[src/rtl/bandit_scheduler.sv]
// -----------------------------------------------------------------------------
// bandit_scheduler
//
// Shares one action_value bandit agent among N environment ports. Ports are
// served one transaction at a time in round-robin order. A transaction moves
// the agent's action to the granted port, then carries that port's reward
// back to the agent. If the port never answers, a fixed penalty reward is
// offered to the agent after TIMEOUT observing cycles so the agent can never
// deadlock.
//
// Ports:
//   clock, reset            single clock, synchronous active-high reset
//   agent_action_*          action stream from the agent (valid/data/ready)
//   agent_action_gready     greedy-only flag of the granted port (1 when idle)
//   agent_reward_*          reward stream to the agent (valid/data/ready)
//   env_request[N]          per-port request for an action
//   env_gready[N]           per-port greedy-only flag
//   env_action_*            per-port action offer, data broadcast to all ports
//   env_reward_*            per-port reward stream, port i on data[8i+7:8i]
//   grant[N]                one-hot granted port, zero when idle
//   timeout                 one-cycle pulse after the penalty is accepted
// -----------------------------------------------------------------------------
module bandit_scheduler #(
    parameter int         N       = 4,
    parameter int         TIMEOUT = 255,
    parameter logic [7:0] PENALTY = 8'h80
) (
    input  logic             clock,
    input  logic             reset,
    input  logic             agent_action_valid,
    input  logic [7:0]       agent_action_data,
    output logic             agent_action_ready,
    output logic             agent_action_gready,
    output logic             agent_reward_valid,
    output logic [7:0]       agent_reward_data,
    input  logic             agent_reward_ready,
    input  logic [N-1:0]     env_request,
    input  logic [N-1:0]     env_gready,
    output logic [N-1:0]     env_action_valid,
    output logic [7:0]       env_action_data,
    input  logic [N-1:0]     env_action_ready,
    input  logic [N-1:0]     env_reward_valid,
    input  logic [8*N-1:0]   env_reward_data,
    output logic [N-1:0]     env_reward_ready,
    output logic [N-1:0]     grant,
    output logic             timeout
);

    localparam int LW = (N > 1) ? $clog2(N) : 1;
    // Timer must hold the value TIMEOUT itself; TIMEOUT=0 still needs 1 bit.
    localparam int TW = $clog2(TIMEOUT + 2);

    localparam logic [TW-1:0] TIMEOUT_C  = TW'(TIMEOUT);
    localparam logic [LW-1:0] LAST_RST_C = LW'(N - 1);
    localparam logic [N-1:0]  ONE_C      = {{(N-1){1'b0}}, 1'b1};

    typedef enum logic [1:0] {
        IDLE      = 2'd0,
        ACTUATING = 2'd1,
        OBSERVING = 2'd2
    } state_t;

    state_t          state_r;
    state_t          state_next_s;
    logic [N-1:0]    grant_r;
    logic [N-1:0]    grant_next_s;
    logic [LW-1:0]   gidx_r;
    logic [LW-1:0]   gidx_next_s;
    logic [LW-1:0]   last_r;
    logic [LW-1:0]   last_next_s;
    logic [TW-1:0]   timer_r;
    logic [TW-1:0]   timer_next_s;
    logic            timeout_r;
    logic            timeout_next_s;

    logic [LW-1:0]   rr_pick_s;
    logic            rr_found_s;
    logic [7:0]      env_rew_data_s;
    logic            penalty_s;

    // Port index reached by stepping 'off' places after 'base', wrapping at N.
    function automatic logic [LW-1:0] rr_idx(input logic [LW-1:0] base,
                                             input int            off);
        int sum;
        sum = (int'(base) + off) % N;
        return LW'(sum);
    endfunction

    // Round-robin search: first requesting port strictly after the last served one.
    always_comb begin
        rr_pick_s  = '0;
        rr_found_s = 1'b0;
        for (int k = 1; k <= N; k++) begin
            if (!rr_found_s && env_request[rr_idx(last_r, k)]) begin
                rr_found_s = 1'b1;
                rr_pick_s  = rr_idx(last_r, k);
            end else begin
                rr_pick_s  = rr_pick_s;
            end
        end
    end

    // Reward lane of the currently granted port.
    always_comb begin
        env_rew_data_s = env_reward_data[int'(gidx_r) * 8 +: 8];
    end

    // Action data is broadcast; only the granted port's valid qualifies it.
    always_comb begin
        env_action_data = agent_action_data;
    end

    // Next-state logic and all handshake routing.
    always_comb begin
        state_next_s        = state_r;
        grant_next_s        = grant_r;
        gidx_next_s         = gidx_r;
        last_next_s         = last_r;
        timer_next_s        = timer_r;
        timeout_next_s      = 1'b0;
        penalty_s           = 1'b0;
        agent_action_ready  = 1'b0;
        agent_action_gready = 1'b1;
        agent_reward_valid  = 1'b0;
        agent_reward_data   = 8'h00;
        env_action_valid    = '0;
        env_reward_ready    = '0;

        case (state_r)
            IDLE: begin
                if (rr_found_s) begin
                    state_next_s = ACTUATING;
                    grant_next_s = ONE_C << rr_pick_s;
                    gidx_next_s  = rr_pick_s;
                end else begin
                    state_next_s = IDLE;
                end
            end

            ACTUATING: begin
                agent_action_gready      = env_gready[gidx_r];
                env_action_valid[gidx_r] = agent_action_valid;
                agent_action_ready       = env_action_ready[gidx_r];
                if (agent_action_valid && env_action_ready[gidx_r]) begin
                    state_next_s = OBSERVING;
                    timer_next_s = '0;
                end else begin
                    state_next_s = ACTUATING;
                end
            end

            OBSERVING: begin
                agent_action_gready = env_gready[gidx_r];
                // A real reward always beats an expiring timer.
                if (env_reward_valid[gidx_r]) begin
                    agent_reward_valid       = 1'b1;
                    agent_reward_data        = env_rew_data_s;
                    env_reward_ready[gidx_r] = agent_reward_ready;
                end else if ((TIMEOUT != 0) && (timer_r == TIMEOUT_C)) begin
                    agent_reward_valid = 1'b1;
                    agent_reward_data  = PENALTY;
                    penalty_s          = 1'b1;
                end else begin
                    agent_reward_valid = 1'b0;
                end

                if (agent_reward_valid && agent_reward_ready) begin
                    state_next_s   = IDLE;
                    last_next_s    = gidx_r;
                    grant_next_s   = '0;
                    timeout_next_s = penalty_s;
                end else begin
                    state_next_s = OBSERVING;
                    // Timer saturates at TIMEOUT so the penalty stays offered.
                    if ((TIMEOUT != 0) && (timer_r != TIMEOUT_C)) begin
                        timer_next_s = timer_r + {{(TW-1){1'b0}}, 1'b1};
                    end else begin
                        timer_next_s = timer_r;
                    end
                end
            end

            default: begin
                state_next_s = IDLE;
                grant_next_s = '0;
                gidx_next_s  = '0;
                timer_next_s = '0;
            end
        endcase
    end

    // State and transaction registers.
    always_ff @(posedge clock) begin
        if (reset) begin
            state_r   <= IDLE;
            grant_r   <= '0;
            gidx_r    <= '0;
            last_r    <= LAST_RST_C;
            timer_r   <= '0;
            timeout_r <= 1'b0;
        end else begin
            state_r   <= state_next_s;
            grant_r   <= grant_next_s;
            gidx_r    <= gidx_next_s;
            last_r    <= last_next_s;
            timer_r   <= timer_next_s;
            timeout_r <= timeout_next_s;
        end
    end

    // Registered status outputs.
    always_comb begin
        grant   = grant_r;
        timeout = timeout_r;
    end

endmodule

[config.mk]
export PLATFORM = sky130hd
export DESIGN_NAME = bandit_scheduler
export DESIGN_NICKNAME = d
export VERILOG_FILES = /design/src/rtl/bandit_scheduler.sv
export SDC_FILE = /design/constraint.sdc
export NUM_CORES = 1
export LEC_CHECK = 0
export ABC_AREA = 1
export CAP_MARGIN = 40
export CORE_MARGIN = 2
export CORE_UTILIZATION = 41
export DETAILED_ROUTE_END_ITERATION = 16
export GPL_TIMING_DRIVEN = 0
export PLACE_DENSITY_LB_ADDON = 0.05
export SYNTH_ARGS = -nofsm -noshare
export SYNTH_HDL_FRONTEND = slang
export SYNTH_SLANG_ARGS = --single-unit
[constraint.sdc]
create_clock -name clock -period 2.2 [get_ports clock]
set_input_delay 0.22 -clock clock [delete_from_list [all_inputs] [get_ports clock]]
set_output_delay 0.22 -clock clock [all_outputs]
set_load 0.05 [all_outputs]
==> results of run 1 <==
final cells by class:
cell class	count	area, sq um	area share
multi-input cells	227	1250	0.447
repair buffers	84	781	0.280
flip-flops and latches	20	405	0.145
inverters	33	126	0.0453
plain buffers	15	111	0.0399
well taps	52	65.1	0.0233
clock buffers	4	55.1	0.0197
flip-flops by register name, summed over array words and instances (netlist names):
signal,flops
timeout,1
gidx_r,2
last_r,2
timer_r,9
state_r,2
grant,4
metal layers:
layer,GRT usage,up-vias
met5,0,-
li1,-,1138
met4,0.0440,0
met1,0.274,1002
met2,0.399,78
met3,0.0591,5
final timing paths:
check / to / startpoint / cells past startpoint
worst max register to register: timer_r[8]$_SDFFE_PP0P_ / timer_r[0]$_SDFFE_PP0P_ / 8
worst min-delay path: grant[2]$_SDFFE_PP0P_ / grant[2]$_SDFFE_PP0P_ / 2
worst min register to register: grant[2]$_SDFFE_PP0P_ / grant[2]$_SDFFE_PP0P_ / 2
worst max-delay path: env_reward_ready[0] / state_r[0]$_SDFF_PP0_ / 6
critical path: cells and delay by family, from the launching register on:
kind                       cells  cell delay (ns)
DFF                            1             0.34
and+or+nand+nor                2             0.31
adders and majority gates      1             0.14
buffers and inverters          3             0.83
cell usage in the layout (no fill, tap or decap), drive strengths merged:
cell,instances
nor3b,1
xnor2,1
a21oi,23
nand4,11
o22ai,2
dfxtp,20
nor3,6
dlymetal6s2s,1
nand3,21
xor2,3
dlygate4sd2,5
ha,6
or2,2
clkinv,1
a22oi,9
o21ai,6
a31oi,7
inv,32
o21a,1
nand2,104
buf,22
clkdlybuf4s50,64
nor2,24
clkbuf,11
per-stage QoR:
stage,total power [mW],area [sq um]
final,1.28,2790
after global routing,1.35,2790
after CTS,1.28,2810
after detailed placement,0.997,2770
after global placement,0.993,2770
after floorplan,0.787,1880
Yosys cell counts, drive strengths merged:
cell and instances:
a22oi 9, clkbuf 1, nor3b 1, nand3 21, nor2 24, o21ai 6, clkinv 1, xnor2 1
a21oi 23, nand4 11, o22ai 2, buf 14, or2 2, a31oi 7, dfxtp 20, ha 6
xor2 3, inv 32, o21a 1, nor3 6, nand2 104
cell families (layout without fill, tap and decap cells):
family	Yosys count	in the layout	synth area share
buffers and inverters	48	136	0.127
adders and majority gates	6	6	0.0401
xor gates and xnor gates	4	4	0.0187
AOI/OAI and AO/OA	48	48	0.154
and+or+nand+nor	169	169	0.446
DFF	20	20	0.214
power by group through the flow:
stage                     clock network (mW)  registers, mW  logic (mW)
after floorplan                            0          0.433       0.354
after global placement                     0          0.404       0.589
after detailed placement                   0          0.405       0.592
after CTS                              0.292          0.397       0.588
after global routing                   0.302          0.401       0.647
final                                  0.289          0.398       0.589
timing repair:
item	4_1_cts	5_1_grt
gates cloned	0	0
resized for setup	50	35
hold endpoints to repair	0	0
buffers inserted	0	1
pin swaps	0	4
setup endpoints to repair	18	14
==> flow_summary.json, run 1 <==
{
  "die_h_um": 71.6,
  "fin_cells": 435,
  "synth_area_sq_um": 1870,
  "vias_per_cell": 5.11,
  "criticalPathCategory": "flip-flop to output pin",
  "antenna_left": 0,
  "initial_utilization": 0.427,
  "clk_pin_slew_ns": 0.07,
  "cts_tree": "yes",
  "combPwrFrac": 0.462,
  "cts_hold_buf": 0,
  "syn_area_per_cell_sq_um": 6.35,
  "vias": 2223,
  "syn_inst": 295,
  "crit_chain": "inv_1 > ha_1 > buf_2 > nand2_1 > nor3_1 > dlygate4sd2_1",
  "grt_remaining_overflow": 0,
  "ys_seq_area_frac": 0.214,
  "grt_start_max_net_pins": 12,
  "ys_ff_latch": 20,
  "synth_top_area_share": 0.214,
  "met1_length_um": 2410,
  "rows": 24,
  "drc": 0,
  "die_area_sq_um": 5120,
  "status": "complete, no violations",
  "slowest_delay_ns": 0.55,
  "arrival_ns": 1.89,
  "dpl.hpwl_um": 4430,
  "worstMarginPinSlew_ns": 0.561,
  "cts_root_buffer": "clkbuf_8",
  "die_w_um": 71.6,
  "synth_fp_nets": 361,
  "layout_min_cycle_time_ns": 2.11,
  "grt_util_all_layers": 0.225,
  "relSlewSlack": 0.626,
  "gp_congestion": 0.824,
  "drv_cap": 0,
  "drive_gt1_frac": 0.201,
  "grt_pass1_wl_um": 9420,
  "areaGrowthSynthToFinish_pct": 49.2,
  "rsz0062_at_grt": "no",
  "p_seq_frac": 0.312,
  "finClkSkew_ns": 0.00370,
  "clk_latency_ns": 0.27,
  "hp-class": "flip-flop to flip-flop",
  "clock_tree.htree_level_count": 1,
  "hold_viol_final": 0,
  "whs_ns": 0.464,
  "ys_types": 36,
  "power.density_nw_per_um2": 457,
  "clockBufferDepth": 2,
  "switching_power_uw": 494,
  "antenna_cells": 0,
  "p_int_uw": 783,
  "routedWlPerCell_um": 12.6,
  "finalCritPeriodShare": 0.958,
  "synth_top_cell_by_area": "dfxtp_1",
  "core_sq_um": 4380,
  "irDropWorstVdd_mv": 0.234,
  "io_buffers": 83,
  "p_sw_frac": 0.387,
  "antenna_found_initial": 0,
  "crit_path_max_fanout": 7,
  "timing.setup.tns_ns": 0,
  "cts_sinks": 20,
  "finalWorstSetupSlack_ns": 0.0933,
  "synth_area_leaders": "dfxtp_1, nand2_1, a21oi_1",
  "power.leakage_nw": 1.22,
  "wirelength_um": 5480,
  "fmax_mhz": 475,
  "setup_viol": 0,
  "pre_cts_ws_ns": -0.463,
  "post-route-util": 0.637,
  "dp_cells": 430,
  "endpoint_kind": "output pin",
  "critPathLaunchType": "flip-flop",
  "cts_buffers": 3,
  "crit_required_ns": 1.98,
  "p_clk_frac": 0.226,
  "fin_nets": 450,
  "first_global_vias": 2225,
  "io_pins": 92,
  "dr.pass1.iters": 4,
  "dr_wl_met3_um": 393,
  "num-fill-cells": 425,
  "drt_iter0_drc": 166,
  "rrSetupSlack_ns": 0.28,
  "yosys_warnings": 0,
  "top_layer": "met4",
  "cpMaxStageDelayCell": "dlygate4sd2_1",
  "drv_slew": 0,
  "met2_length_um": 2630
}
Note: power is estimated with default switching activity, not from simulation.
==> inputs of run 2 (changes only) <==
--- a/config.mk
+++ b/config.mk
@@ -12,6 +12,8 @@
 export DETAILED_ROUTE_END_ITERATION = 16
 export GPL_TIMING_DRIVEN = 0
 export PLACE_DENSITY_LB_ADDON = 0.05
+export REMOVE_ABC_BUFFERS = 1
+export SLEW_MARGIN = 20
 export SYNTH_ARGS = -nofsm -noshare
 export SYNTH_HDL_FRONTEND = slang
 export SYNTH_SLANG_ARGS = --single-unit
==> run 2 against run 1 <==
  * Combinational power shrank 14%
  * Sequential share of layout area grew 1.3 points
  * Via count shrank 5.2%
  * Cell count shrank 5.3%
  * Die area is the same
  * First-iteration DRC count shrank 52%
  * Worst setup slack gained 0.030 ns
  * Clock power grew 30%
  * Sequential cell count is the same
  * Clock skew grew 0.0015 ns
  * Design area shrank 6.3%
  * Utilization shrank 4.0 points
  * Critical path type unchanged
==> flow_summary.json, run 2 (synthesis gave the netlist of run 1 again) <==
{
  "die_area_sq_um": 5120,
  "min_from": "agent_action_data[7]",
  "final_area_sq_um": 2620,
  "antenna_left": 0,
  "setup_viol": 0,
  "grt_start_max_net_pins": 17,
  "crit_end": "agent_reward_data[7]",
  "relSlewSlack": 0.575,
  "fin_nets": 427,
  "worstMarginPinSlew_ns": 0.636,
  "regMostFlops": "timer_r",
  "startpoint": "timer_r[0]$_SDFFE_PP0P_",
  "finClkSkew_ns": 0.00519,
  "grt_remaining_overflow": 0,
  "dpl_cell_area_sq_um": 2580,
  "antenna_found_initial": 0,
  "hp-class": "input port to output pin",
  "hold_viol_final": 0,
  "die_h_um": 71.6,
  "criticalPathCategory": "flip-flop to output pin",
  "irDropWorstVdd_mv": 0.290,
  "die_w_um": 71.6,
  "critPathLaunchType": "flip-flop",
  "crit_required_ns": 1.98,
  "cts_sinks": 20,
  "clk_pin_slew_ns": 0.08,
  "endpoint_kind": "output pin",
  "rows": 24,
  "cpMaxStageDelayCell": "dfxtp_2",
  "r2r-start": "timer_r[0]$_SDFFE_PP0P_",
  "post-route-util": 0.597,
  "initial_utilization": 0.427,
  "rr_endpoint": "timer_r[0]$_SDFFE_PP0P_",
  "power.density_nw_per_um2": 494,
  "gp_congestion": 0.804,
  "cts_tree": "yes",
  "crit_path_max_fanout": 4,
  "drt_iter0_drc": 79,
  "rsz0062_at_grt": "no",
  "cts_buffers": 3,
  "drive_gt1_frac": 0.178,
  "status": "complete, no violations",
  "crit_chain": "ha_2 > nand4_1 > nor2_1 > ha_2 > inv_1 > nand3_2 > inv_1 > nor3_2 > buf_6",
  "layout_commonest_cell": "nand2_1",
  "drv_slew": 0,
  "first_global_vias": 1987,
  "io_buffers": 75,
  "wirelength_um": 5330,
  "fmax_mhz": 482,
  "vias_per_cell": 5.11,
  "arrival_ns": 1.86,
  "dr.pass1.iters": 6,
  "layout_min_cycle_time_ns": 2.08,
  "largest_reg_flops": 9,
  "io_pins": 92,
  "areaGrowthSynthToFinish_pct": 39.8,
  "antenna_cells": 0,
  "vias": 2107,
  "layout_common_cells": "nand2_1, clkdlybuf4s50_1, inv_1",
  "clockBufferDepth": 2,
  "slowest_delay_ns": 0.36,
  "routedWlPerCell_um": 12.9,
  "grt_util_all_layers": 0.207,
  "rrSetupSlack_ns": 0.16,
  "dpl.hpwl_um": 4160,
  "clock_tree.htree_level_count": 1,
  "reg2reg_depth": 10,
  "core_sq_um": 4380,
  "drv_cap": 0,
  "drc": 0,
  "finalCritPeriodShare": 0.944,
  "grt_pass1_wl_um": 8740,
  "clk_latency_ns": 0.26,
  "cts_root_buffer": "clkbuf_8",
  "power.leakage_nw": 1.13
}
==> run 2: cell types whose count changed in the layout (fill, tap and decap cells not counted), sizes merged <==
cell           previous run  this run
dlygate4sd2               5         4
bufinv                    0         1
clkbuf                   11         7
clkdlybuf4s15             0         1
clkdlybuf4s50            64        56
buf                      22        10
==> run 2: stage by stage <==
| stage | worst slack, ns | cells | TNS (ns) | hold WS (ns) | power [mW] |
|---|---|---|---|---|---|
| 4_1_cts | -0.105 | 411 | -0.105 | 0.440 | 1.30 |
| 6_report | 0.123 | 412 | 0 | 0.440 | 1.29 |
| 5_1_grt | 0.00788 | 412 | 0 | 0.440 | 1.36 |
| 3_5_place_dp | -0.402 | 407 | -3.97 | 0.440 | 0.928 |
| 2_1_floorplan | -0.225 | 280 | -0.493 | 0.289 | 0.730 |
| 3_3_place_gp | -0.388 | 407 | -3.89 | 0.440 | 0.925 |
==> run 2: metal layers <==
metal / wire (um) / vias to the layer above / global-route usage / share of wire
li1: - / 1096 / - / -
met1: 2360 / 919 / 0.264 / 0.44
met2: 2380 / 86 / 0.338 / 0.45
met3: 558 / 6 / 0.0872 / 0.10
met4: 40 / 0 / 0.0252 / 0.0075
met5: 0 / - / 0 / 0
==> run 2: how the worst min path moves through the flow <==
stage,endpoint,slack (ns),cells past startpoint
after floorplan,gidx_r[0]$_SDFFE_PP0P_,0.29,1
final,env_action_data[7],0.44,0
after detailed placement,env_action_data[1],0.44,0
after global routing,env_action_data[1],0.44,0
after CTS,env_action_data[1],0.44,0
after global placement,env_action_data[1],0.44,0
==> run 2: repair_timing <==
action | 4_1_cts | 5_1_grt
cloned | 0 | 0
setup buffers | 0 | 1
setup endpoints to repair | 19 | 24
gates resized for setup | 53 | 36
hold buffers | 0 | 0
pin swaps | 0 | 2
==> run 2: cell type report <==
class	instances	area, sq um
clock inverter	1	30.0
timing repair buffer	76	698
fill	428	1770
sequential	20	413
tap	52	65.1
clock buffer	3	41.3
inverter	33	126
multi-input combinational	227	1240
==> run 2: critical path, delay by kind of cell (launching register included) <==
kind                     cells  cell delay, ns
adder cells (fa/ha/maj)      2            0.41
buffers and inverters        3            0.29
flip-flops                   1            0.36
AND/OR/NAND/NOR              4            0.53
==> run 2: report_power, final <==
group	switching, mW	leakage, nW	internal [mW]
logic	0.303	0.925	0.205
registers	0.0243	0.166	0.384
clock network	0.133	0.0357	0.243
total	0.461	1.13	0.831
